### config.mk
export PLATFORM = sky130hd
export DESIGN_NAME = uart_txfifo_flat
export DESIGN_NICKNAME = d
export VERILOG_FILES = /design/src/rtl/uart_txfifo_pkg.sv /design/src/rtl/uart_txfifo_if.sv /design/src/rtl/uart_txfifo_ram.sv /design/src/rtl/uart_txfifo.sv /design/src/flat_wrapper.sv
export SDC_FILE = /design/constraint.sdc
export NUM_CORES = 1
export LEC_CHECK = 0
export CAP_MARGIN = 20
export CELL_PAD_IN_SITES_DETAIL_PLACEMENT = 0
export CELL_PAD_IN_SITES_GLOBAL_PLACEMENT = 1
export CORE_ASPECT_RATIO = 0.6
export CORE_MARGIN = 5
export CORE_UTILIZATION = 45
export CTS_CLUSTER_DIAMETER = 50
export DETAILED_ROUTE_END_ITERATION = 10
export GPL_TIMING_DRIVEN = 0
export HOLD_SLACK_MARGIN = 0.05
export PLACE_DENSITY = 0.79
export RECOVER_POWER = 50
export SLEW_MARGIN = 20
export SYNTH_ARGS = -nofsm -noshare
export SYNTH_HDL_FRONTEND = slang
export SYNTH_HIERARCHICAL = 1
export SYNTH_SLANG_ARGS = --single-unit
export TNS_END_PERCENT = 20
### constraint.sdc
create_clock -name clk -period 6.2 [get_ports clk]
set_clock_uncertainty 0.1 [all_clocks]
set_input_delay 0.62 -clock clk [delete_from_list [all_inputs] [get_ports clk]]
set_output_delay 0.62 -clock clk [all_outputs]
set_load 0.05 [all_outputs]
### src/rtl/uart_txfifo_pkg.sv
`default_nettype none
// ============================================================================
// Module  : uart_txfifo_pkg
// Brief   : Shared types and constants for the UART transmit FIFO.
// Revision: 1.0
// ============================================================================
package uart_txfifo_pkg;

    localparam int DEFAULT_DEPTH_LOG2 = 4;
    localparam int FIFO_DEPTH         = 1 << DEFAULT_DEPTH_LOG2;

    typedef enum logic [1:0] {
        ST_IDLE = 2'd0,
        ST_LOAD = 2'd1,
        ST_HOLD = 2'd2
    } drain_state_t;

    function automatic int fifo_depth(input int depth_log2);
        return 1 << depth_log2;
    endfunction

endpackage
`default_nettype wire

### src/rtl/uart_txfifo_if.sv
`default_nettype none
// ============================================================================
// Module  : uart_txfifo_if
// Brief   : Host write handshake plus transmitter drain signals.
// Revision: 1.0
// ============================================================================
interface uart_txfifo_if
    import uart_txfifo_pkg::*;
#(
    parameter int DEPTH_LOG2 = DEFAULT_DEPTH_LOG2
);
    logic                  wr_valid;
    logic [7:0]            wr_data;
    logic                  wr_ready;
    logic                  load;
    logic [7:0]            d;
    logic                  txbusy;
    logic [DEPTH_LOG2:0]   count;
    logic                  overflow;

    // master is the host/transmitter side, slave is the FIFO
    modport master (
        output wr_valid, wr_data, txbusy,
        input  wr_ready, load, d, count, overflow
    );

    modport slave (
        input  wr_valid, wr_data, txbusy,
        output wr_ready, load, d, count, overflow
    );
endinterface
`default_nettype wire

### src/rtl/uart_txfifo_ram.sv
`default_nettype none
// ============================================================================
// Module  : uart_fifo_ram_m
// Brief   : Simple dual-port byte memory, synchronous write, async read.
// Revision: 1.0
// ============================================================================
module uart_fifo_ram_m #(
    parameter int ADDR_W = 4
) (
    input  wire logic              clk,
    input  wire logic              i_we,
    input  wire logic [ADDR_W-1:0] i_waddr,
    input  wire logic [7:0]        i_wdata,
    input  wire logic [ADDR_W-1:0] i_raddr,
    output logic      [7:0]        o_rdata
);
    localparam int c_words = 1 << ADDR_W;

    // Contents are intentionally not reset; the pointer logic never reads an
    // entry that has not been written since reset.
    logic [7:0] r_mem [c_words];

    always_ff @(posedge clk) begin
        if (i_we) begin
            r_mem[i_waddr] <= i_wdata;
        end
    end

    assign o_rdata = r_mem[i_raddr];

endmodule
`default_nettype wire

### src/rtl/uart_txfifo.sv
`default_nettype none
// ============================================================================
// Module  : uart_txfifo
// Brief   : Byte FIFO feeding the UART transmitter load/d inputs.
// Revision: 1.0
// ============================================================================
module uart_txfifo
    import uart_txfifo_pkg::*;
#(
    parameter int DEPTH_LOG2 = DEFAULT_DEPTH_LOG2
) (
    input  wire logic     clk,
    input  wire logic     rst_n,
    uart_txfifo_if.slave  bus
);
    localparam int                  c_depth = fifo_depth(DEPTH_LOG2);
    localparam logic [DEPTH_LOG2:0] c_full  = c_depth[DEPTH_LOG2:0];
    localparam logic [DEPTH_LOG2:0] c_one   = {{DEPTH_LOG2{1'b0}}, 1'b1};

    drain_state_t          r_state;
    logic [DEPTH_LOG2-1:0] r_wr_ptr;
    logic [DEPTH_LOG2-1:0] r_rd_ptr;
    logic [DEPTH_LOG2:0]   r_count;
    logic [DEPTH_LOG2:0]   w_count_next;
    logic                  r_wr_ready;
    logic                  r_overflow;
    logic                  r_load;
    logic [7:0]            r_d;
    logic [7:0]            w_rd_data;
    logic                  w_push;
    logic                  w_pop;

    // A full FIFO has wr_ready low, so a same-cycle pop never frees a slot
    assign w_push = bus.wr_valid & r_wr_ready;
    assign w_pop  = (r_state == ST_IDLE) && (r_count != '0) && !bus.txbusy;

    always_comb begin
        w_count_next = r_count;
        case ({w_push, w_pop})
            2'b10:   w_count_next = r_count + c_one;
            2'b01:   w_count_next = r_count - c_one;
            default: w_count_next = r_count;
        endcase
    end

    uart_fifo_ram_m #(
        .ADDR_W (DEPTH_LOG2)
    ) u_ram (
        .clk     (clk),
        .i_we    (w_push),
        .i_waddr (r_wr_ptr),
        .i_wdata (bus.wr_data),
        .i_raddr (r_rd_ptr),
        .o_rdata (w_rd_data)
    );

    always_ff @(posedge clk) begin
        if (!rst_n) begin
            r_wr_ptr   <= '0;
            r_rd_ptr   <= '0;
            r_count    <= '0;
            r_wr_ready <= 1'b0;
            r_overflow <= 1'b0;
        end else begin
            if (w_push) begin
                r_wr_ptr <= r_wr_ptr + 1'b1;
            end
            if (w_pop) begin
                r_rd_ptr <= r_rd_ptr + 1'b1;
            end
            r_count    <= w_count_next;
            r_wr_ready <= (w_count_next != c_full);
            r_overflow <= r_overflow | (bus.wr_valid & ~r_wr_ready);
        end
    end

    // HOLD covers the edge on which the transmitter has not yet raised txbusy
    always_ff @(posedge clk) begin
        if (!rst_n) begin
            r_state <= ST_IDLE;
            r_load  <= 1'b0;
            r_d     <= 8'h00;
        end else begin
            r_load <= 1'b0;
            case (r_state)
                ST_IDLE: begin
                    if (w_pop) begin
                        r_state <= ST_LOAD;
                        r_load  <= 1'b1;
                        r_d     <= w_rd_data;
                    end
                end
                ST_LOAD: r_state <= ST_HOLD;
                ST_HOLD: r_state <= ST_IDLE;
                default: r_state <= ST_IDLE;
            endcase
        end
    end

    assign bus.wr_ready = r_wr_ready;
    assign bus.load     = r_load;
    assign bus.d        = r_d;
    assign bus.count    = r_count;
    assign bus.overflow = r_overflow;

endmodule
`default_nettype wire

### src/flat_wrapper.sv
// flat-port wrapper written by rule: the top's interface ports become plain ports
module uart_txfifo_flat import uart_txfifo_pkg::*;
#(
    parameter int DEPTH_LOG2 = DEFAULT_DEPTH_LOG2
)
  (clk, rst_n, bus_wr_valid, bus_wr_data, bus_txbusy, bus_wr_ready, bus_load, bus_d, bus_count, bus_overflow);
  uart_txfifo_if #(.DEPTH_LOG2(DEPTH_LOG2)) bus_i ();
  input  wire logic clk;
  input  wire logic rst_n;
  input wire logic [$bits(bus_i.wr_valid)-1:0] bus_wr_valid;
  input wire logic [$bits(bus_i.wr_data)-1:0] bus_wr_data;
  input wire logic [$bits(bus_i.txbusy)-1:0] bus_txbusy;
  output wire logic [$bits(bus_i.wr_ready)-1:0] bus_wr_ready;
  output wire logic [$bits(bus_i.load)-1:0] bus_load;
  output wire logic [$bits(bus_i.d)-1:0] bus_d;
  output wire logic [$bits(bus_i.count)-1:0] bus_count;
  output wire logic [$bits(bus_i.overflow)-1:0] bus_overflow;
  assign bus_i.wr_valid = bus_wr_valid;
  assign bus_i.wr_data = bus_wr_data;
  assign bus_i.txbusy = bus_txbusy;
  assign bus_wr_ready = bus_i.wr_ready;
  assign bus_load = bus_i.load;
  assign bus_d = bus_i.d;
  assign bus_count = bus_i.count;
  assign bus_overflow = bus_i.overflow;
  uart_txfifo #(.DEPTH_LOG2(DEPTH_LOG2)) u_core (.clk(clk), .rst_n(rst_n), .bus(bus_i));
endmodule
==> impl_metrics.tcl <==
set metrics [dict create \
    grt_pass1_vias 3224 \
    tns_ns 0 \
    avgSynthCellArea_um2 17.4 \
    yosysTopAreaCellShare 0.629 \
    fp.dieH_um 100 \
    total_power_mw 2.83 \
    ys_ff_latch 154 \
    power_density_nw_per_um2 393 \
    yosysSeqAreaShare 0.714 \
    period_share 0.660 \
    synth_common_cells "128 x edfxtp_1, 33 x nand2_1, 29 x nor2_1" \
    final_area_um2 7200 \
    post_cts_resized 0 \
    dpl.hpwl_mm 8.62 \
    die_w_um 160 \
    hold_viol 0 \
    core_area_um2 13500 \
    worstSetupPathType "reg -> reg" \
    grt_max_degree 17 \
    yosys-top-cells-area "edfxtp_1 63%, dfxtp_1 8.5%, mux4_2 6.6%, mux4_1 6.0%, nand2_1 2.0%" \
    status "complete, no violations" \
    timing.fmax_mhz 244 \
    cap_violations 0 \
    cp_data_required_time_ns 6.38 \
    netlist_instances 351 \
    holdPathEnd "u_core/r_state[1]$_SDFFE_PN0P_" \
    min_from "u_core/r_state[1]$_SDFFE_PN0P_" \
    slew_headroom 0.405 \
    first_pass_iters 5 \
    cts_tree "yes" \
    r2r-end "u_core/bus.wr_ready$_SDFF_PN0_" \
    yosys_warnings 6 \
    antenna_found_initial 0 \
    worst_pin_slew_ns 0.890 \
    cp_max_fo 11 \
    grt_overflow 0 \
    ff2ff_setup_slack_ns 2.11 \
    antenna_cells 0 \
    period_minus_slack_ns 4.09 \
    grt_pass1_wl_mm 19.3 \
    hold-path-cell-count 1 \
    place.gp.congestion 0.816 \
    syn_area_um2 6110 \
    wl_per_cell_um 21.8 \
    drt_iter0_markers 263 \
    drv_slew 0 \
    syn-num-nets 368 \
    port_buffers 27 \
    layout-drive-gt1-share 0.166 \
    syn2layout_area_growth_pct 17.9 \
    htreeDepth 4 \
    synthMostInstantiatedCell "edfxtp_1" \
    dieArea_um2 16100 \
    ir_worst_vdd_mv 0.217 \
    vias 3284 \
    placed_area_um2 6620 \
    synth_edf_count 128 \
    routed_via_density 5.61 \
    ant_nets 0 \
    synth_top_flop_cell "edfxtp_1" \
    clock_latency_ns 0.41 \
    rsz0062_at_grt "no" \
    fin_nets 414 \
    async_reset_ff_frac 0 \
    num_io_pins 28 \
    final_core_util 0.535 \
    rows 33 \
    num-fill-cells 1095 \
    synth_top_area_cell "edfxtp_1" \
    cts-buffers-inserted 17 \
    reg2reg_depth 14 \
    cts_root_buffer "clkbuf_16" \
    cts_hold_buf 0 \
    crit_arrival_ns 4.28 \
    startpoint_type "register" \
    grt_usage 0.166 \
    clkTransAtPathRegs_ns 0.06 \
    regToRegStartpoint "u_core/bus.count[1]$_SDFF_PN0_" \
    synth_cell_types 39 \
    drc 0 \
    postCtsSetupBuffers 0 \
    clock-sinks 154 \
    end_kind "register" \
    initial_core_util 0.454 \
    hp-class "reg -> reg" \
    leakagePower_nw 2.37 \
    clock_path_buffers 2 \
    report.final.setup_viol 0 \
    wl_mm 12.8 \
]
## critical path, stage by stage (launching register included)
cell and delay [ns]:
dfxtp_1 0.31, clkbuf_1 0.20, or4_1 0.60, o21ai_0 0.51, clkinv_1 0.26, clkbuf_1 0.32, ha_1 0.26, buf_2 0.17
xor2_1 0.15, ha_1 0.21, and3b_1 0.15, o21ai_0 0.07, a21oi_1 0.26, xor2_1 0.25, a41oi_1 0.14
## layer usage
metal,vias up,part of all wire,track usage
met5,-,0,0
met4,0,0.0096,0.0463
met3,14,0.072,0.0484
met2,109,0.41,0.222
met1,1687,0.50,0.263
li1,1474,-,-
## layout make-up
type                            instances  area, um2  area share
Buffer                                 17        121      0.0168
Clock inverter                         14        163      0.0226
Clock buffer                           18        439      0.0610
Sequential cell                       154       4360       0.606
Tap cell                              175        219      0.0304
Inverter                                5       18.8     0.00261
Timing Repair Buffer                   27        270      0.0375
Multi-Input combinational cell        175       1610       0.223
## worst max-delay path by stage
| stage | end | from |
|---|---|---|
| finish | u_core/bus.wr_ready$_SDFF_PN0_ | u_core/bus.count[1]$_SDFF_PN0_ |
| global route | u_core/bus.wr_ready$_SDFF_PN0_ | u_core/bus.count[1]$_SDFF_PN0_ |
| CTS | u_core/bus.wr_ready$_SDFF_PN0_ | u_core/bus.count[1]$_SDFF_PN0_ |
| detailed placement | u_core/bus.wr_ready$_SDFF_PN0_ | bus_txbusy |
| global placement | u_core/u_ram/r_mem[0][7]$_DFFE_PP_ | bus_wr_valid |
| floorplan | u_core/bus.count[4]$_SDFF_PN0_ | u_core/bus.count[1]$_SDFF_PN0_ |
## layout by cell type (no fill, tap or decap), types with 5 or more instances in the layout
cell type	count
edfxtp_1	128
nand2_1	33
nor2_1	29
dfxtp_1	26
mux4_2	18
clkbuf_16	17
clkdlybuf4s50_1	17
a21oi_1	16
a22oi_1	16
mux4_1	14
dlygate4sd3_1	10
xor2_1	8
clkbuf_1	5
ha_1	5
## cell families (layout without fill, tap and decap cells)
kind of cell,after synthesis,count (layout),synth area share
adders and majority gates,5,5,0.0102
buffers and inverters,22,81,0.0254
DFF,154,154,0.714
AOI/OAI and AO/OA,40,40,0.0422
and+or+nand+nor,85,85,0.0628
xor gates and xnor gates,12,12,0.0172
muxes,33,33,0.128
## through the flow
| stage | hold WS [ns] | setup WS [ns] | cells |
|---|---|---|---|
| 2_1_floorplan | 0.291 | 3.02 | 351 |
| 3_3_place_gp | 0.298 | 2.79 | 553 |
| 3_5_place_dp | 0.309 | 2.81 | 553 |
| 4_1_cts | 0.317 | 2.89 | 585 |
| 5_1_grt | 0.340 | 1.82 | 585 |
| 6_report | 0.316 | 2.11 | 585 |
## registers in the layout (all words and copies together) (netlist names)
register             cells
u_core/bus.count         5
u_core/bus.d             8
u_core/bus.load          1
u_core/bus.overflow      1
u_core/bus.wr_ready      1
u_core/r_rd_ptr          4
u_core/r_state           2
u_core/r_wr_ptr          4
u_core/u_ram/r_mem     128
## power breakdown
group	internal (mW)	switching, mW	total, mW
Clock	0.612	0.426	1.04
Combinational	0.225	0.353	0.577
Sequential	1.17	0.0433	1.21
Total	2.01	0.822	2.83
Power figures use the tool's default switching activity.
